===== src/rtl/if_fetch_unit_pkg.sv =====
// -----------------------------------------------------------------------------
// if_fetch_unit_pkg
// Shared definitions for the instruction-fetch stage:
//   PC_W       - program counter / instruction width (32)
//   NOP_INST   - encoding placed in IF/ID when it holds no live instruction
//   fetch_state_e - fetch FSM state encoding (IDLE, REQ, HOLD)
//   pc_align / pc_incr - PC helpers (word alignment, modulo-2^32 increment)
// -----------------------------------------------------------------------------
package if_fetch_unit_pkg;

    localparam int unsigned    PC_W     = 32;
    localparam logic [PC_W-1:0] NOP_INST = 32'h0000_0013;

    typedef enum logic [1:0] {
        ST_IDLE = 2'b00,
        ST_REQ  = 2'b01,
        ST_HOLD = 2'b10
    } fetch_state_e;

    // Instructions are word aligned, so the two low PC bits are always zero.
    function automatic logic [PC_W-1:0] pc_align(input logic [PC_W-1:0] pc);
        return {pc[PC_W-1:2], 2'b00};
    endfunction

    // Natural 32-bit wrap: 32'hFFFF_FFFC + 4 = 0.
    function automatic logic [PC_W-1:0] pc_incr(input logic [PC_W-1:0] pc);
        return pc_align(pc + 32'd4);
    endfunction

endpackage


===== src/rtl/if_id_reg.sv =====
// -----------------------------------------------------------------------------
// if_id_reg
// IF/ID pipeline register with three operations: flush (highest priority,
// inserts NOP with valid=0, pc kept), load (captures pc/inst, valid=1) and
// hold (default).
// Ports:
//   clk, rst_n         - clock, asynchronous active-low reset
//   load_i, flush_i    - register operation select
//   pc_i, inst_i       - values captured on load
//   pc_o, inst_o       - register contents
//   valid_o            - register holds a live instruction
// -----------------------------------------------------------------------------
module if_id_reg
    import if_fetch_unit_pkg::*;
(
    input  logic            clk,
    input  logic            rst_n,
    input  logic            load_i,
    input  logic            flush_i,
    input  logic [PC_W-1:0] pc_i,
    input  logic [PC_W-1:0] inst_i,
    output logic [PC_W-1:0] pc_o,
    output logic [PC_W-1:0] inst_o,
    output logic            valid_o
);

    logic [PC_W-1:0] pc_q;
    logic [PC_W-1:0] inst_q;
    logic            valid_q;

    always_ff @(posedge clk or negedge rst_n) begin
        if (!rst_n) begin
            pc_q    <= '0;
            inst_q  <= NOP_INST;
            valid_q <= 1'b0;
        end else if (flush_i) begin
            inst_q  <= NOP_INST;
            valid_q <= 1'b0;
        end else if (load_i) begin
            pc_q    <= pc_i;
            inst_q  <= inst_i;
            valid_q <= 1'b1;
        end
    end

    assign pc_o    = pc_q;
    assign inst_o  = inst_q;
    assign valid_o = valid_q;

endmodule


===== src/rtl/if_fetch_unit.sv =====
// -----------------------------------------------------------------------------
// if_fetch_unit
// Instruction fetch stage: PC register, fetch FSM (IDLE/REQ/HOLD), a one-entry
// hold buffer for instructions returned while the pipeline is stalled, and
// the IF/ID register (if_id_reg).
// Optional feature: define FETCH_PERF_CNT_EN to add fetch_cnt/squash_cnt.
// Ports:
//   clk, rst_n          - clock, asynchronous active-low reset
//   pc_en_if            - 0 = stall (hold PC and IF/ID)
//   fd_flush            - redirect to branch_target_id and squash IF/ID
//   branch_target_id    - redirect address
//   imem_req/imem_addr  - fetch request and address (= PC)
//   imem_ack/imem_rdata - fetch completion and returned instruction
//   pc_ID/inst_ID/valid_ID - IF/ID register contents
//   fetch_cnt/squash_cnt   - (FETCH_PERF_CNT_EN only) accepted fetches, flushes
// -----------------------------------------------------------------------------
module if_fetch_unit
    import if_fetch_unit_pkg::*;
#(
    parameter logic [PC_W-1:0] RESET_PC = 32'h0000_0000
) (
`ifdef FETCH_PERF_CNT_EN
    output logic [31:0]     fetch_cnt,
    output logic [31:0]     squash_cnt,
`endif
    input  logic            clk,
    input  logic            rst_n,
    input  logic            pc_en_if,
    input  logic            fd_flush,
    input  logic [PC_W-1:0] branch_target_id,
    output logic            imem_req,
    output logic [PC_W-1:0] imem_addr,
    input  logic            imem_ack,
    input  logic [PC_W-1:0] imem_rdata,
    output logic [PC_W-1:0] pc_ID,
    output logic [PC_W-1:0] inst_ID,
    output logic            valid_ID
);

    fetch_state_e    state_q;
    logic            req_q;
    logic [PC_W-1:0] pc_q;
    logic [PC_W-1:0] hold_q;
    logic            drop_q;     // an ack for a request abandoned by a flush is still due

    logic            ifid_load;
    logic            ifid_flush;
    logic [PC_W-1:0] ifid_inst;

    // IF/ID control. When the pipeline advances but no instruction arrives,
    // a bubble is inserted so ID never sees the same instruction twice.
    always_comb begin
        ifid_load  = 1'b0;
        ifid_flush = 1'b0;
        ifid_inst  = imem_rdata;
        if (fd_flush) begin
            ifid_flush = 1'b1;
        end else begin
            case (state_q)
                ST_REQ: begin
                    if (pc_en_if) begin
                        if (imem_ack && !drop_q) ifid_load  = 1'b1;
                        else                     ifid_flush = 1'b1;
                    end
                end
                ST_HOLD: begin
                    if (pc_en_if) begin
                        ifid_load = 1'b1;
                        ifid_inst = hold_q;
                    end
                end
                default: begin
                end
            endcase
        end
    end

    always_ff @(posedge clk or negedge rst_n) begin
        if (!rst_n) begin
            state_q <= ST_IDLE;
            req_q   <= 1'b0;
            pc_q    <= pc_align(RESET_PC);
            hold_q  <= '0;
            drop_q  <= 1'b0;
        end else if (fd_flush) begin
            pc_q    <= pc_align(branch_target_id);
            hold_q  <= '0;
            state_q <= ST_REQ;
            req_q   <= 1'b1;
            // Only an outstanding, not-yet-acked request leaves a stale ack behind.
            drop_q  <= (state_q == ST_REQ) && !imem_ack;
        end else begin
            case (state_q)
                ST_IDLE: begin
                    state_q <= ST_REQ;
                    req_q   <= 1'b1;
                end
                ST_REQ: begin
                    if (imem_ack) begin
                        if (drop_q) begin
                            // stale data; the request is reissued at the current PC
                            drop_q <= 1'b0;
                        end else if (pc_en_if) begin
                            pc_q <= pc_incr(pc_q);
                        end else begin
                            hold_q  <= imem_rdata;
                            state_q <= ST_HOLD;
                            req_q   <= 1'b0;
                        end
                    end
                end
                ST_HOLD: begin
                    if (pc_en_if) begin
                        pc_q    <= pc_incr(pc_q);
                        state_q <= ST_REQ;
                        req_q   <= 1'b1;
                    end
                end
                default: begin
                    state_q <= ST_IDLE;
                    req_q   <= 1'b0;
                end
            endcase
        end
    end

    assign imem_req  = req_q;
    assign imem_addr = pc_q;

    if_id_reg u_if_id_reg (
        .clk     (clk),
        .rst_n   (rst_n),
        .load_i  (ifid_load),
        .flush_i (ifid_flush),
        .pc_i    (pc_q),
        .inst_i  (ifid_inst),
        .pc_o    (pc_ID),
        .inst_o  (inst_ID),
        .valid_o (valid_ID)
    );

`ifdef FETCH_PERF_CNT_EN
    logic [31:0] fetch_cnt_q;
    logic [31:0] squash_cnt_q;

    always_ff @(posedge clk or negedge rst_n) begin
        if (!rst_n) begin
            fetch_cnt_q  <= '0;
            squash_cnt_q <= '0;
        end else begin
            if (ifid_load) fetch_cnt_q  <= fetch_cnt_q + 32'd1;
            if (fd_flush)  squash_cnt_q <= squash_cnt_q + 32'd1;
        end
    end

    assign fetch_cnt  = fetch_cnt_q;
    assign squash_cnt = squash_cnt_q;
`endif

endmodule

===== config.mk =====
export PLATFORM = sky130hd
export DESIGN_NAME = if_fetch_unit
export DESIGN_NICKNAME = d
export VERILOG_FILES = /design/src/rtl/if_fetch_unit_pkg.sv /design/src/rtl/if_id_reg.sv /design/src/rtl/if_fetch_unit.sv
export SDC_FILE = /design/constraint.sdc
export NUM_CORES = 1
export LEC_CHECK = 0
export CAP_MARGIN = 20
export CORE_UTILIZATION = 49
export CTS_CLUSTER_DIAMETER = 50
export DETAILED_ROUTE_END_ITERATION = 8
export MAX_ROUTING_LAYER = met4
export PLACE_DENSITY = 0.86
export SLEW_MARGIN = 20
export SYNTH_ARGS = -nofsm -noshare
export SYNTH_HDL_FRONTEND = slang
export SYNTH_HIERARCHICAL = 1
export SYNTH_SLANG_ARGS = --single-unit

===== constraint.sdc =====
create_clock -name clk -period 2.9 [get_ports clk]
set_clock_uncertainty 0.1 [all_clocks]
set_input_delay 0.29 -clock clk [delete_from_list [all_inputs] [get_ports clk]]
set_output_delay 0.29 -clock clk [all_outputs]
set_load 0.005 [all_outputs]

; ---- Yosys cells after proc, flatten, opt, wreduce, memory -nomap -nowiden
; Index checks and enable logic that the tools add are counted.
[classes]
add_sub_neg = 1
n_mul = 0
n_div = 0
magnitude_cmp = 0
n_eq_ne = 7
n_shift = 0
muxes = 40
bitwise_logic = 1
n_reduce_logical = 14
[ops]
columns = op, n
row1 = 32-bit two-way mux, 13
row2 = 32-bit one-hot mux with 2 select lines, 1
row3 = "32-bit by 3-bit adder with 32-bit output, second input constant", 1
row4 = 1-bit two-way mux, 18
row5 = "3-bit inequality test, second input constant", 4
row6 = 2-bit two-way mux, 5
row7 = 2-bit one-hot mux with 3 select lines, 1
row8 = 3-bit AND reduction, 2
row9 = 2-bit nonzero test, 3
row10 = 2-bit AND reduction, 2
row11 = 4-bit AND reduction, 1
row12 = 1-bit one-hot mux with 3 select lines, 1
row13 = 3-bit nonzero test, 1
row14 = "2-bit by 1-bit == test with 1-bit output, second input constant", 1
row15 = "2-bit == test, second input constant", 1
row16 = 1-bit logical AND, 2
row17 = 1-bit zero test, 2
row18 = 2-bit zero test, 1
row19 = "2-bit inequality test, second input constant", 1
row20 = 1-bit one-hot mux with 2 select lines, 1
row21 = 1-bit inverter, 1
[totals]
regBits = 133
latch_bits = 0
ram_bits = 0
romBits = 0
inputBits = 69
wordCells = 71
mem_count = 0

; ---- Longest topological paths before layout
; Gate-level depths: netlist of the first run.
[depth]
depth_word = 8
depth_mapped = 10
ltp_nobuf = 7

; ---- Hierarchy
; The synthesis of the first run kept the hierarchy.
[modules_own_cells]
columns = mod, n_inst, cells_per_inst, area_each_um2, seq_area_each_um2
row1 = if_fetch_unit, 1, 404, 3619.7, 1626.6
row2 = if_id_reg, 1, 176, 2656.3, 1630.3

; ---- Worst setup path after synthesis of the first run
; Ideal clock, no wire load.
[synth_timing]
path_kind = reg2reg
from = reg imem_req (netlist name)
to = reg pc_q[29], in the netlist imem_addr[29]
setup_ns = 0.082
arrival_ns = 1.986
required_ns = 2.718
setup_slack_ns = 0.732
path_stages_with_launch = 7
path_buffers = 0
path_cell_list = dfrtp_1 ha_1 nand2b_4 a211oi_4 nand3_1 or4b_1 a31oi_1
[synth_rtl]
columns = item, line
row1 = "end signal, assigned", if_fetch_unit.sv:82  ; pc_q <= pc_align(RESET_PC);
row2 = "end signal, assigned", if_fetch_unit.sv:86  ; pc_q <= pc_align(branch_target_id);
row3 = "end signal, assigned", if_fetch_unit.sv:104  ; pc_q <= pc_incr(pc_q);
row4 = "end, declared", if_fetch_unit.sv:42  ; logic [PC_W-1:0] pc_q;

; ---- Worst setup path after layout of the first run
[layout_timing]
from = reg state_q[1]
to = reg pc_q[29], in the netlist imem_addr[29]
[layout_via]
elab_chain_cells = 3
elab_cells_between_ends = 8
classes_between = eq/ne (4) / mux (2) / reduce/logical (2)
[layout_lines]
columns = item, line
row1 = "start, declared", if_fetch_unit.sv:40  ; fetch_state_e state_q;
row2 = "start signal, assigned", if_fetch_unit.sv:80  ; state_q <= ST_IDLE;
row3 = "start signal, assigned", if_fetch_unit.sv:88  ; state_q <= ST_REQ;
row4 = "start signal, assigned", if_fetch_unit.sv:95  ; state_q <= ST_REQ;
row5 = 2-bit by 1-bit == test with 1-bit output or 2-bit == test (tied branches), if_fetch_unit.sv:93  ; case (state_q)
row6 = 3-bit inequality test (no line) (tied with other cells), n/a
row7 = 3-bit AND reduction (no line) or 32-bit two-way mux (tied branches), n/a
row8 = "end signal, assigned", if_fetch_unit.sv:86
row9 = "end signal, assigned", if_fetch_unit.sv:104
row10 = "end signal, assigned", if_fetch_unit.sv:114  ; pc_q <= pc_incr(pc_q);
; Parallel ways exist; a longest one is shown, timed or not.
; A chain may end at the register's enable or synchronous reset.

==> results of run 1 <==
==> synth_stat cells, drive strengths merged (2+ instances only) <==
library cell  count  share of area
inv               8         0.0048
o21ai            32          0.026
nor4              4         0.0060
and3              8         0.0080
a211oi            2         0.0044
nand3            18          0.014
nand2b            4         0.0052
nor2b             4         0.0052
nor3              2         0.0016
a21oi            36          0.029
mux2i            31          0.049
dfrtp           127           0.51
nand2           104          0.062
buf              17          0.018
xor2             18          0.025
ha                5          0.010
nor2             38          0.023
xnor2             9          0.013
a211o             3         0.0042
clkbuf           19          0.011
mux2             64           0.13
nand4            13          0.013
dfstp             3          0.013
or4b              2         0.0032
a31oi             2         0.0020
==> cells by family after synthesis <==
group	after synthesis	share of synthesized area
and+or+nand+nor	201	0.148
DFF	130	0.519
muxes	95	0.182
AOI/OAI and AO/OA	77	0.0682
buffers and inverters	44	0.0343
xor gates and xnor gates	27	0.0377
adders and majority gates	5	0.00997
other	1	0.000598
==> power breakdown <==
| part | switching, uW | total, uW | internal, uW | leakage [uW] |
|---|---|---|---|---|
| registers | 245 | 2380 | 2130 | 0.00171 |
| logic | 619 | 1600 | 977 | 0.00162 |
| clock network | 774 | 2320 | 1550 | 0.000309 |
| total | 1640 | 6300 | 4660 | 0.00364 |
==> metrics by stage <==
step / cells / cell area, um^2 / hold WS [ps]
2_1_floorplan: 583 / 6290 / -106
3_3_place_gp: 892 / 8070 / 205
3_5_place_dp: 892 / 8070 / 222
4_1_cts: 925 / 8730 / 218
5_1_grt: 925 / 8730 / 269
6_report: 925 / 8730 / 241
==> cell type report <==
type,count,area share
Inverter,8,0.00344
Timing Repair Buffer,178,0.202
Multi-Input combinational cell,409,0.323
Tap cell,168,0.0241
Clock buffer,24,0.0575
Clock inverter,8,0.0169
Sequential cell,130,0.373
==> sequential cells by signal, summed over array words and instances (netlist names) <==
register	flops
hold_q	32
u_if_id_reg/pc_o	32
state_q	1
u_if_id_reg/inst_o	32
u_if_id_reg/valid_o	1
drop_q	1
imem_addr	30
imem_req	1
==> worst max path at each step <==
stage                     slack, ps                     end  depth (start not counted)
after floorplan                 730           imem_addr[29]                          6
after global placement          460    u_if_id_reg/pc_o[27]                          7
after detailed placement        390  u_if_id_reg/inst_o[18]                          7
after CTS                       450           imem_addr[31]                          7
after global routing            280           imem_addr[29]                          7
final                           460           imem_addr[29]                          7
==> per-layer routing <==
metal | routed length [um] | vias up
met3 | 1040 | 39
met2 | 8340 | 195
met5 | 0 | -
met4 | 431 | 0
met1 | 6690 | 2479
li1 | - | 2307
==> tightest hold or removal path: stages <==
cell and delay [ps]:
buf_2 120, inv_1 130, nor2_1 130, a31oi_1 50
==> results_dict.tcl, run 1 <==
set metrics [dict create \
    crit_chain "inv_1, ha_1, nand3b_4, a211oi_4, nand3_1, or4b_1, a31oi_1" \
    critPathCaptureType "register" \
    layout_common_cells "160 x clkdlybuf4s50_1, 127 x dfrtp_1, 104 x nand2_1" \
    ys_ff_latch 130 \
    drt_first_pass_iters 4 \
    outcome "complete, no violations" \
    seq_area_frac_synth 0.519 \
    slew_headroom 0.489 \
    start_kind "register" \
    ctsHoldBuffers 1 \
    ios 167 \
    use_met3 0.0754 \
    tns_ps 0 \
    n_fill_cell 816 \
    overflow 0 \
    slowest_delay_ps 510 \
    syn-cell-area_um2 6280 \
    fin_ws_ps 456 \
    drive_gt1_frac 0.161 \
    drc_errors 0 \
    syn_inst 580 \
    finalHoldViolations 0 \
    rr_worst_depth 7 \
    path_clk_slew_ps 60 \
    met1_usage 0.315 \
    r2r_start "state_q[1]" \
    drv_cap 0 \
    post_cts_buffers 0 \
    clock_latency_ps 420 \
    whs_endpoint "imem_addr[29]" \
    numCtsBuffers 17 \
    holdCritPathClass "input pin to register" \
    vias 5020 \
    viasPerCell 5.43 \
    path_buf_inv 1 \
    hold_depth 4 \
    wirelength_mm 16.5 \
    start_util 0.512 \
    maxSlewViolCount 0 \
    dieArea_um2 13300 \
    final_common_cell "clkdlybuf4s50_1" \
    dp_hpwl_mm 11.3 \
    synthArstFlopShare 1.00 \
    wl_per_cell_um 17.8 \
    r2r-end "imem_addr[29]" \
    clock_sinks 130 \
    multi_input_area_um2 2820 \
    regArea_um2 3260 \
    rrSetupSlack_ps 460 \
    grt_pass1_wl_mm 26.5 \
    cp.arrival_ps 2690 \
    power_density_nw_per_um2 722 \
    fin_crit_ps 2440 \
    area_growth_pct 39.0 \
    coreArea_um2 12300 \
    die_x_um 115 \
    ys.flop_type "dfrtp_1" \
    avgSynthCellArea_um2 10.8 \
    cts_tree "built" \
    cts_buffer_depth 2 \
    fin_crit_sh 0.843 \
    slowest_stage "or4b_1" \
    cp.required_ps 3140 \
    place_ws_ps 389 \
    antenna_found_initial 0 \
    initialDrtViolationCount 328 \
    synth-edff-count 0 \
    port_buffers 162 \
    dieHeight_um 115 \
    setup_viol 0 \
    postRouteAntennaNets 0 \
    critPathMaxFanout 8 \
    worstHoldStart "fd_flush" \
    fin_util 0.712 \
    critPathKind "register to register" \
    nets 818 \
    grtUsageTotal 0.274 \
    cts_resized 0 \
    grt_use_met2 0.451 \
    ir_drop_mv 0.362 \
    crit_start "state_q[1]" \
    insertedDiodeCount 0 \
    htree_levels 4 \
    cp_top_family "simple AND/OR/NAND/NOR gates" \
    yosysUniqueCellTypes 40 \
    place_congestion 0.803 \
    total_power_uw 6300 \
    grt_start_max_net_pins 54 \
    rows 40 \
    p_leak_uw 0.00364 \
    clock.fmax_ghz 0.409 \
    synth_warnings 6 \
    grt_pass1_vias 5224 \
    rsz0062_at_grt "no" \
    cts_root_buf "clkbuf_16" \
    worstMarginPinSlew_ps 761 \
    busiest_layer "met2" \
]
(Power assumes the default switching activity.)
==> run 2, diff against run 1 <==
--- a/config.mk
+++ b/config.mk
@@ -6,11 +6,11 @@
 export NUM_CORES = 1
 export LEC_CHECK = 0
 export CAP_MARGIN = 20
-export CORE_UTILIZATION = 49
+export CORE_UTILIZATION = 44
 export CTS_CLUSTER_DIAMETER = 50
 export DETAILED_ROUTE_END_ITERATION = 8
 export MAX_ROUTING_LAYER = met4
-export PLACE_DENSITY = 0.86
+export PLACE_DENSITY = 0.82
 export SLEW_MARGIN = 20
 export SYNTH_ARGS = -nofsm -noshare
 export SYNTH_HDL_FRONTEND = slang
==> constraint.sdc (replaced) <==
create_clock -name clk -period 2.05 [get_ports clk]
set_clock_uncertainty 0.1 [all_clocks]
set_input_delay 0.205 -clock clk [delete_from_list [all_inputs] [get_ports clk]]
set_output_delay 0.205 -clock clk [all_outputs]
set_load 0.005 [all_outputs]
==> results_dict.tcl, run 2 (synthesis results as in run 1) <==
set metrics [dict create \
    antenna_found_initial 0 \
    outcome "complete, but fails checks" \
    wirelength_mm 18.4 \
    postRouteAntennaNets 0 \
    dp_cells 936 \
    ir_drop_mv 0.536 \
    worstMarginPinSlew_ps 907 \
    htree_levels 4 \
    grt_pass1_vias 5259 \
    grt_pass1_wl_mm 27.2 \
    start_util 0.452 \
    initialDrtViolationCount 417 \
    area_growth_pct 48.2 \
    overflow 0 \
    insertedDiodeCount 0 \
    grtUsageTotal 0.248 \
    cts_root_buf "clkbuf_16" \
    finalHoldViolations 0 \
    drive_gt1_frac 0.240 \
    maxSlewViolCount 0 \
    coreArea_um2 13900 \
    vias 5349 \
    violations "negative setup slack" \
    tns_ps -2010 \
    rrSetupSlack_ps -80 \
    start_kind "register" \
    slowest_delay_ps 370 \
    cp_top_family "buffers and inverters" \
    cts_buffer_depth 2 \
    p_leak_uw 0.00390 \
    fin_crit_sh 1.04 \
    rsz0062_at_grt "yes" \
    holdCritPathClass "input pin to asynchronous set/reset pin" \
    wl_per_cell_um 18.7 \
    setup_viol 38 \
    numCtsBuffers 17 \
    drc_errors 0 \
    power_density_nw_per_um2 967 \
    ios 167 \
    dieHeight_um 121 \
    path_buf_inv 3 \
    drv_cap 0 \
    die_x_um 121 \
    fin_ws_ps -79.1 \
    place_congestion 0.887 \
    critPathKind "register to register" \
    crit_chain "inv_2, buf_4, ha_1, o211a_4, nor2b_4, clkbuf_16, mux2_4" \
    path_clk_slew_ps 60 \
    place_ws_ps -231 \
    layout_common_cells "160 x clkdlybuf4s50_1, 127 x dfrtp_1, 103 x nand2_1" \
    cp.arrival_ps 2330 \
    rows 43 \
    clock.fmax_ghz 0.470 \
    port_buffers 162 \
    drt_first_pass_iters 5 \
    final_common_cell "clkdlybuf4s50_1" \
    clock_latency_ps 420 \
    critPathMaxFanout 8 \
    slowest_stage "dfrtp_1" \
    grt_start_max_net_pins 91 \
    clock_sinks 130 \
    dieArea_um2 14700 \
    cp.required_ps 2250 \
    fin_crit_ps 2130 \
    layout.cells.non_filler 985 \
    critPathCaptureType "register" \
    nets 866 \
    slew_headroom 0.395 \
    viasPerCell 5.43 \
    dp_hpwl_mm 11.6 \
    cts_tree "built" \
]
[run 2: cell count changes in the layout (fill, tap and decap cells not counted), moves of 5 or more]
cell,previous run,this run
buf_4,14,49
o21ai_0,32,23
nand3_2,0,5
nand3_1,18,12
o21ai_1,0,9
[run 2: layer usage]
layer / up-vias / wire [um] / global-route usage
met5: - / 0 / -
met4: 0 / 456 / 0.0988
met3: 43 / 1340 / 0.0634
met2: 250 / 9150 / 0.398
met1: 2651 / 7480 / 0.297
li1: 2405 / - / -
[run 2: timing repair]
action	CTS	global route
gates resized for setup	5	31
gates cloned	0	5
setup buffers	1	10
pin swaps	2	13
hold buffers	1	0
hold endpoints to repair	127	0
setup endpoints to repair	39	53
[run 2: through the flow]
step | util | hold WS (ps) | cell area, um^2 | total power [uW]
final | 0.670 | 86.1 | 9300 | 9000
after global routing | 0.670 | 107 | 9300 | 9400
after CTS | 0.650 | 77.7 | 9020 | 8850
after detailed placement | 0.605 | -45.5 | 8400 | 5840
after global placement | 0.605 | -48.4 | 8400 | 5730
after floorplan | - | -191 | 6310 | 4480
[run 2: layout make-up]
| cell class | instances | area (um^2) |
|---|---|---|
| clock inverters | 10 | 108 |
| fillers | 931 | 4580 |
| inverters | 8 | 30.0 |
| well taps | 180 | 225 |
| flip-flops and latches | 130 | 3260 |
| clock buffers | 22 | 474 |
| repair buffers | 226 | 2260 |
| multi-input cells | 409 | 2950 |
[run 2: report_power, final]
group | internal [uW] | switching, uW
Sequential | 3010 | 300
Combinational | 1640 | 1070
Clock | 1870 | 1110
[run 2: final timing paths]
path                                            from               endpoint  depth (start not counted)
worst max-delay path                      state_q[1]   u_if_id_reg/pc_o[12]                          7
worst min-delay path                           rst_n    u_if_id_reg/pc_o[2]                          2
worst max register to register            state_q[1]   u_if_id_reg/pc_o[12]                          7
worst min register to register  u_if_id_reg/pc_o[18]   u_if_id_reg/pc_o[18]                          1
max in group asynchronous                      rst_n  u_if_id_reg/inst_o[0]                          3
min in group clk                            fd_flush             state_q[1]                          4
==> run 3, diff against run 2 <==
--- a/config.mk
+++ b/config.mk
@@ -9,8 +9,10 @@
 export CORE_UTILIZATION = 44
 export CTS_CLUSTER_DIAMETER = 50
 export DETAILED_ROUTE_END_ITERATION = 8
+export HOLD_SLACK_MARGIN = 0.02
 export MAX_ROUTING_LAYER = met4
 export PLACE_DENSITY = 0.82
+export REMOVE_ABC_BUFFERS = 1
 export SLEW_MARGIN = 20
 export SYNTH_ARGS = -nofsm -noshare
 export SYNTH_HDL_FRONTEND = slang
==> results_dict.tcl, run 3 (synthesis results as in run 1) <==
set metrics [dict create \
    outcome "complete, but fails checks" \
    violations "negative setup slack" \
    worstMarginPinSlew_ps 901 \
    grt_pass1_vias 5419 \
    rsz0062_at_grt "yes" \
    drc_errors 0 \
    met1_usage 0.307 \
    cts_tree "built" \
    layout_common_cells "160 x clkdlybuf4s50_1, 125 x dfrtp_1, 103 x nand2_1" \
    use_met3 0.0667 \
    place_congestion 0.866 \
    htree_levels 4 \
    numCtsBuffers 17 \
    drv_cap 0 \
    layout.cells.non_filler 990 \
    grt_start_max_net_pins 89 \
    fin_ws_ps -145 \
    maxSlewViolCount 0 \
    wirelength_mm 18.6 \
    postRouteAntennaNets 0 \
    cts_buffer_depth 2 \
    dp_cells 938 \
    cp.required_ps 2290 \
    clock.fmax_ghz 0.456 \
    viasPerCell 5.48 \
    clock_sinks 130 \
    nets 872 \
    ir_drop_mv 0.607 \
    fin_crit_ps 2190 \
    fin_crit_sh 1.07 \
    overflow 0 \
    dieHeight_um 121 \
    coreArea_um2 13900 \
    holdCritPathClass "input pin to register" \
    place_ws_ps -204 \
    wl_per_cell_um 18.8 \
    power_density_nw_per_um2 966 \
    n_fill_cell 961 \
    cts_root_buf "clkbuf_16" \
    antenna_found_initial 0 \
    dieArea_um2 14700 \
    dp_hpwl_mm 11.0 \
    rows 43 \
    ios 167 \
    initialDrtViolationCount 398 \
    start_kind "register" \
    drive_gt1_frac 0.244 \
    die_x_um 121 \
    start_util 0.452 \
    critPathCaptureType "register" \
    grtUsageTotal 0.254 \
    port_buffers 162 \
    grt_use_met2 0.408 \
    path_clk_slew_ps 60 \
    critPathKind "register to register" \
    area_growth_pct 49.7 \
    setup_viol 36 \
    cp.arrival_ps 2430 \
    drt_first_pass_iters 5 \
    vias 5423 \
    busiest_layer "met2" \
    insertedDiodeCount 0 \
    finalHoldViolations 0 \
    clock_latency_ps 420 \
    slew_headroom 0.399 \
    grt_pass1_wl_mm 27.8 \
    p_leak_uw 0.00393 \
    final_common_cell "clkdlybuf4s50_1" \
    critPathMaxFanout 5 \
]
-- run 3: final timing paths --
check	startpoint	end	slack, ps	cells after the start
max in group asynchronous	rst_n	u_if_id_reg/inst_o[12]	960	3
min in group asynchronous	rst_n	hold_q[20]	220	2
min	fd_flush	imem_req	100	3
max reg2reg	state_q[1]	imem_addr[31]	-140	8
max	state_q[1]	imem_addr[31]	-140	8
min reg2reg	u_if_id_reg/valid_o	u_if_id_reg/valid_o	400	2
-- run 3: critical path, cell delays in order, from the launching register on --
cell and delay, ps:
dfrtp_1 400, inv_2 90, ha_4 160, buf_6 110, nand3b_4 100, a211oi_4 320, nand3_2 130, or4b_4 530
a31oi_1 160
-- run 3: metrics by stage --
step | area [um^2] | hold WS (ps) | power [uW] | util | setup TNS, ps
floorplan | 6100 | -191 | 4380 | - | -72460
global placement | 8390 | 98.8 | 5770 | 0.604 | -5330
detailed placement | 8390 | 102 | 5870 | 0.604 | -8830
CTS | 9120 | 67.4 | 8950 | 0.657 | -208
global route | 9400 | 85.6 | 9480 | 0.677 | -5060
finish | 9400 | 97.3 | 9080 | 0.677 | -1830
-- run 3: routing by layer --
metal	part of all wire	vias to the layer above
met5	0	-
met4	0.034	0
met3	0.076	59
met2	0.48	302
met1	0.40	2644
li1	-	2418
-- run 3: area by class of cell --
cell class	instances	area, um^2	share of cell area
sequential	130	3260	0.347
timing repair buffer	232	2330	0.248
clock inverter	5	77.6	0.00825
clock buffer	26	479	0.0510
inverter	8	30.0	0.00320
multi-input combinational	409	3000	0.319
tap	180	225	0.0240
-- run 3: repair_timing --
action                                 4_1_cts  5_1_grt
gates cloned                                 1        3
pin swaps                                    5       18
hold buffers                                 1        0
setup endpoints to repair                   62       79
setup buffers                                8       11
endpoints found under the hold margin       52        0
gates resized for setup                     14       55
-- run 3: power breakdown --
part           total, uW  switching, uW  leakage [uW]  internal (uW)
sequential          3360            341       0.00171           3020
combinational       2810           1090       0.00195           1710
clock               2910           1070      0.000268           1840
